### src/rtl/fread_chunk_loader.sv
// rtl/fread_chunk_loader.sv - chunked fread-to-RAM loader; watchdog enabled by FREAD_CHUNK_LOADER_TIMEOUT_EN
module fread_chunk_loader #(
    parameter logic [31:0] FILE_ID     = 32'hDABBAD00,
    parameter logic [31:0] FILE_OFFSET = 32'd0,
    parameter int          TOTAL_LEN   = 4096,
    parameter int          CHUNK_LEN   = 2048,
    parameter int          DATA_WIDTH  = 16,
    parameter int          ADDR_WIDTH  = 14,
    parameter logic [23:0] TIMEOUT     = 24'd3000000
) (
    input  logic                  clk,
    input  logic                  rst,
    input  logic                  start,
    output logic                  busy,
    output logic                  done,
    output logic                  error,
    output logic [31:0]           req_file_id,
    output logic [31:0]           req_offset,
    output logic [10:0]           req_len,
    output logic                  req_valid,
    input  logic                  req_ready,
    input  logic [7:0]            resp_data,
    input  logic                  resp_valid,
    output logic                  wr_en,
    output logic [ADDR_WIDTH-1:0] wr_addr,
    output logic [DATA_WIDTH-1:0] wr_data
);
    localparam logic [2:0] S_IDLE  = 3'd0;
    localparam logic [2:0] S_REQ   = 3'd1;
    localparam logic [2:0] S_RECV  = 3'd2;
    localparam logic [2:0] S_FLUSH = 3'd3;
    localparam logic [2:0] S_DONE  = 3'd4;

    localparam int          BPW      = DATA_WIDTH / 8;
    localparam logic [1:0]  LAST_IDX = 2'(BPW - 1);
    localparam logic [20:0] TOTAL21  = 21'(TOTAL_LEN);
    localparam logic [20:0] CHUNK21  = 21'(CHUNK_LEN);

    logic [2:0]            state;
    logic [20:0]           remaining;
    logic [11:0]           chunk_cnt;
    logic [1:0]            byte_idx;
    logic [DATA_WIDTH-1:0] pack_buf;

    logic                  start_ok;
    logic                  in_xfer;
    logic                  accept;
    logic                  word_full;
    logic                  timeout_hit;
    logic [11:0]           cnt_cur;
    logic [11:0]           cnt_next;
    logic [20:0]           rem_next;
    logic [DATA_WIDTH-1:0] pack_next;

    function automatic logic [10:0] chunk_len_m1(input logic [20:0] rem);
        logic [20:0] n;
        n = (rem > CHUNK21) ? CHUNK21 : rem;
        return 11'(n - 21'd1);
    endfunction

    assign req_file_id = FILE_ID;
    assign start_ok    = start && (state == S_IDLE || state == S_DONE);

    // The handshake cycle itself may carry the first byte of the chunk.
    assign in_xfer   = (state == S_RECV) || (state == S_REQ && req_ready);
    assign accept    = in_xfer && resp_valid;
    assign cnt_cur   = (state == S_REQ) ? ({1'b0, req_len} + 12'd1) : chunk_cnt;
    assign cnt_next  = cnt_cur - {11'd0, accept};
    assign rem_next  = remaining - {20'd0, accept};
    assign word_full = accept && (byte_idx == LAST_IDX);

    always_comb begin
        pack_next = pack_buf;
        for (int k = 0; k < BPW; k++) begin
            if (byte_idx == 2'(k)) pack_next[8*k +: 8] = resp_data;
        end
    end

`ifdef FREAD_CHUNK_LOADER_TIMEOUT_EN
    logic [23:0] wd_cnt;

    assign timeout_hit = (state == S_REQ || state == S_RECV) && !accept
                         && (wd_cnt == TIMEOUT - 24'd1);

    // Every chunk boundary coincides with an accepted byte, so reloading on
    // accept also covers re-entry to REQ.
    always_ff @(posedge clk) begin
        if (rst) begin
            wd_cnt <= '0;
        end else if (start_ok || accept) begin
            wd_cnt <= '0;
        end else if (state == S_REQ || state == S_RECV) begin
            wd_cnt <= wd_cnt + 24'd1;
        end
    end
`else
    // TIMEOUT is only consulted by the watchdog build.
    assign timeout_hit = 1'b0 & (TIMEOUT == 24'd0);
`endif

    always_ff @(posedge clk) begin
        if (rst) begin
            state      <= S_IDLE;
            busy       <= 1'b0;
            done       <= 1'b0;
            error      <= 1'b0;
            req_valid  <= 1'b0;
            req_offset <= FILE_OFFSET;
            req_len    <= '0;
            wr_en      <= 1'b0;
            wr_addr    <= '0;
            wr_data    <= '0;
            remaining  <= '0;
            chunk_cnt  <= '0;
            byte_idx   <= '0;
            pack_buf   <= '0;
        end else begin
            wr_en <= 1'b0;
            if (wr_en) wr_addr <= wr_addr + ADDR_WIDTH'(1);

            // Packer runs across chunk boundaries; only start or FLUSH clears it.
            if (accept) begin
                if (word_full) begin
                    wr_en    <= 1'b1;
                    wr_data  <= pack_next;
                    pack_buf <= '0;
                    byte_idx <= '0;
                end else begin
                    pack_buf <= pack_next;
                    byte_idx <= byte_idx + 2'd1;
                end
            end

            case (state)
                S_IDLE, S_DONE: begin
                    if (start) begin
                        state      <= S_REQ;
                        busy       <= 1'b1;
                        done       <= 1'b0;
                        error      <= 1'b0;
                        req_valid  <= 1'b1;
                        req_offset <= FILE_OFFSET;
                        req_len    <= chunk_len_m1(TOTAL21);
                        remaining  <= TOTAL21;
                        wr_addr    <= '0;
                        byte_idx   <= '0;
                        pack_buf   <= '0;
                    end
                end
                S_REQ, S_RECV: begin
                    if (timeout_hit) begin
                        state     <= S_DONE;
                        req_valid <= 1'b0;
                        busy      <= 1'b0;
                        error     <= 1'b1;
                    end else if (in_xfer) begin
                        remaining <= rem_next;
                        chunk_cnt <= cnt_next;
                        if (cnt_next == 12'd0) begin
                            if (rem_next != 21'd0) begin
                                state      <= S_REQ;
                                req_valid  <= 1'b1;
                                req_offset <= req_offset + {21'd0, req_len} + 32'd1;
                                req_len    <= chunk_len_m1(rem_next);
                            end else begin
                                state     <= S_FLUSH;
                                req_valid <= 1'b0;
                            end
                        end else begin
                            state     <= S_RECV;
                            req_valid <= 1'b0;
                        end
                    end
                end
                S_FLUSH: begin
                    if (byte_idx != 2'd0) begin
                        wr_en    <= 1'b1;
                        wr_data  <= pack_buf;
                        pack_buf <= '0;
                        byte_idx <= '0;
                    end else begin
                        state <= S_DONE;
                        busy  <= 1'b0;
                        done  <= 1'b1;
                    end
                end
                default: state <= S_IDLE;
            endcase
        end
    end
endmodule

### config.mk
export PLATFORM = sky130hd
export DESIGN_NAME = fread_chunk_loader
export DESIGN_NICKNAME = d
export VERILOG_FILES = /design/src/rtl/fread_chunk_loader.sv
export SDC_FILE = /design/constraint.sdc
export NUM_CORES = 1
export LEC_CHECK = 0
export BUFFER_PORTS_ARGS = -buffer_cell sky130_fd_sc_hd__buf_2
export CAP_MARGIN = 15
export CORE_UTILIZATION = 55
export CTS_CLUSTER_DIAMETER = 200
export DETAILED_ROUTE_END_ITERATION = 8
export PLACE_DENSITY = 0.78
export SYNTH_ARGS = -nofsm -noshare
export SYNTH_HDL_FRONTEND = slang
export SYNTH_SLANG_ARGS = --single-unit
### constraint.sdc
create_clock -name clk -period 6.8 [get_ports clk]
set_input_delay 1.36 -clock clk [delete_from_list [all_inputs] [get_ports clk]]
set_output_delay 1.36 -clock clk [all_outputs]
set_load 0.1 [all_outputs]
==> impl_metrics.csv <==
group,metric,value,unit
timing,timing.final.hold_violations,0,
power_and_ir_drop,seqPwrFrac,26.4,%
timing,slew-limit-headroom,30.1,%
cts,insertion_delay,0.43,ns
detailed_routing,met1_length,8260,microns
cts,root_buffer,"clkbuf_16",
cells_and_area,fin_area,8480,sq um
worst_setup_path,ff2ff_path_depth,16,
die,rows,42,
worst_hold_path,hold_path_startpoint,"wr_data[2]$_SDFF_PP0_",
cells_and_area,mostFrequentLayoutCells,"dfxtp_1 (131), nor2_1 (112), nand2_1 (112), buf_2 (90), a21oi_1 (88)",
timing,fin_crit_sh,85.8,%
die,die_w,119,microns
detailed_routing,postRouteWirelength,18200,microns
placed_design,postPlaceCellArea,7860,sq um
cts,htree_levels,4,
cts,post_cts_buffers,0,
timing,maxSlewViolCount,0,
cells_and_area,final_util,63.7,%
timing,fin_crit,5.84,ns
cts,cts_resized,0,
worst_setup_path,r2r_end,"req_offset[11]$_SDFFE_PP0P_",
worst_setup_path,cp-end-kind,"flip-flop",
timing,worstMarginPinSlew,1.05,ns
cells_and_area,finalNetCount,1052,
worst_setup_path,r2r-start,"state[1]$_SDFFE_PP0P_",
cells_and_area,diodes,0,
cts,hold_buffers,0,
detailed_routing,routed.top_layer,"met4",
die,fp.dieH,119,microns
detailed_routing,drtPass1Iterations,5,
detailed_routing,drc,0,
placed_design,routabilityCongestion,0.894,
worst_setup_path,critPathRequiredTime,7.16,ns
cells_and_area,nFillCells,1156,
power_and_ir_drop,internal_power,1.95,mW
detailed_routing,wl_per_cell,15.1,microns
die,num_io_pins,123,
worst_hold_path,hold_end,"wr_data[2]$_SDFF_PP0_",
die,dieArea,14100,sq um
global_route,grt_pass1_vias,6292,
synth,synth-main-ff-cell,"dfxtp_1",
detailed_routing,drt-initial-drc-count,576,
cts,clock-sinks,131,
synth,synth-seq-area-share,34.9,%
global_route,grt_max_degree,64,
synth,ys_ff_latch,131,
placed_design,dp_worst_setup_slack,0.578,ns
synth,syn_inst,964,
worst_hold_path,min_path_type,"flip-flop to flip-flop",
cells_and_area,drive_gt1_share,14.7,%
cts,numCtsBuffers,17,
power_and_ir_drop,p_comb_share,48.2,%
power_and_ir_drop,p_leak,3.42,nW
timing,timing.fmax,0.171,GHz
worst_hold_path,min_path_cells,2,
placed_design,dp_cells,1175,
die,core-area,13300,sq um
synth,synth-async-reset-ratio,0,%
power_and_ir_drop,clockPowerShare,25.3,%
run,drv_cap,0,
worst_setup_path,crit_type,"input pin to flip-flop",
cts,clockBufferDepth,2,
power_and_ir_drop,switchingPower,1.75,mW
timing,rsz0062_at_grt,"false",
global_route,overflow,0,
power_and_ir_drop,ir_worst_vdd,223,uV
cells_and_area,area_growth_syn_to_layout,12.7,%
synth,synth_edf_count,0,
synth,synth_area,7520,sq um
cts,path_clk_slew,0.06,ns
detailed_routing,dr_total_vias,7095,
global_route,grt_antenna_before_repair,0,
synth,synthDistinctLibCells,71,
outcome,status,"finished, final reports clean",
placed_design,io_buffers,89,
power_and_ir_drop,p_sw_share,47.2,%
worst_setup_path,critPathLaunchType,"input pin",
timing,clock_skew,0.00551,ns
power_and_ir_drop,p_per_area,436,nW/um^2
die,initial_core_util,56.6,%
cells_and_area,final_common_cell,"dfxtp_1",
cts,tritoncts,"done",
global_route,grt_first_pass_wirelength,30500,microns
synth,syn_avg_cell_area,7.80,sq um
detailed_routing,antenna_left,0,
detailed_routing,avgViaCountPerCell,5.87,
cells_and_area,stdcell_count,1209,
timing,setup-tns-final,0,ns
placed_design,hpwl,12100,microns
worst_setup_path,arrival,6.19,ns
worst_setup_path,r2r_slack,1.43,ns
worst_setup_path,crit_fanout,18,
synth,yosys_warnings,0,
timing,finalWorstSetupSlack,0.964,ns
global_route,track_usage,26.4,%
detailed_routing,wl_met3,1030,microns
timing,finalSetupViolCount,0,
detailed_routing,route.met2.wl,8680,microns
routing by layer:
| layer | vias up | global-route usage, % |
|---|---|---|
| met2 | 213 | 43.6 |
| met4 | 0 | 8.94 |
| li1 | 3531 | - |
| met5 | - | 0 |
| met1 | 3330 | 34.4 |
| met3 | 21 | 5.17 |
cell usage after synthesis (9+ instances only):
cell type	count	area, sq um
nand2_1	112	420
inv_1	15	56.3
xnor2_1	22	193
nor2_1	112	420
nand3b_1	14	105
nor4_1	16	100
clkbuf_1	48	180
nor3_1	27	135
o31ai_1	13	97.6
o21ai_0	28	140
and3_1	19	119
a311oi_1	18	158
ha_1	18	225
xor2_1	27	236
nand4_1	17	106
a21oi_1	89	445
a211oi_1	16	120
mux2i_1	9	90.1
nand3_1	35	175
dfxtp_1	131	2620
or3_1	16	100
buf_4	33	248
or4_1	17	128
power by group through the flow:
stage	Combinational, mW	Sequential (mW)	Clock, mW
finish	1.78	0.978	0.936
global route	1.93	0.993	0.988
CTS	1.76	0.976	0.943
detailed placement	1.74	0.991	0
global placement	1.72	0.991	0
floorplan	1.18	1.25	0
worst max-delay path: stages:
cell and delay [ns]:
buf_2 0.09, nand3b_1 0.11, a21oi_2 0.16, nand2_1 0.13
inv_1 0.12, ha_1 0.22, ha_1 0.16, buf_4 0.19
or4b_2 0.65, a2111oi_0 0.31, a221oi_1 0.09, or4_1 0.62
a2111oi_2 0.68, nor4_1 0.17, a21oi_2 0.77, o21ai_0 0.20
a21oi_1 0.16
flip-flops by register name, indices dropped and copies added, names as in the netlist, 2 cells and up:
| register | cells |
|---|---|
| byte_idx | 2 |
| chunk_cnt | 12 |
| pack_buf | 16 |
| remaining | 21 |
| req_len | 11 |
| req_offset | 32 |
| state | 3 |
| wr_addr | 14 |
| wr_data | 16 |
cell families after synthesis:
logic type,synth area share (%)
buffers and inverters,7.39
xor gates and xnor gates,5.71
other,0.0999
and+or+nand+nor,27.9
DFF,34.9
muxes,1.35
adders and majority gates,3.26
AOI/OAI and AO/OA,19.4
cell type report:
cell class	count	area (sq um)	share of cell area, %
Clock buffer	20	447	5.27
Timing Repair Buffer	98	510	6.02
Inverter	15	56.3	0.664
Sequential cell	131	2620	30.9
Tap cell	176	220	2.60
Multi-Input combinational cell	757	4460	52.7
Clock inverter	12	156	1.85
worst max-delay path by stage:
stage / endpoint / slack, ns / startpoint
floorplan: req_len[8]$_SDFFE_PP0P_ / 1.09 / req_ready
global placement: req_offset[11]$_SDFFE_PP0P_ / 0.70 / req_ready
detailed placement: req_offset[11]$_SDFFE_PP0P_ / 0.58 / req_ready
CTS: req_offset[11]$_SDFFE_PP0P_ / 1.0 / req_ready
global route: req_len[0]$_SDFFE_PP0P_ / 0.46 / req_ready
finish: req_offset[11]$_SDFFE_PP0P_ / 0.96 / req_ready
through the flow:
step           hold WS, ns  total power, mW
6_report             0.447             3.70
5_1_grt              0.468             3.91
4_1_cts              0.448             3.68
3_5_place_dp         0.440             2.74
3_3_place_gp         0.437             2.71
2_1_floorplan        0.427             2.43
Power figures use the tool's default switching activity.
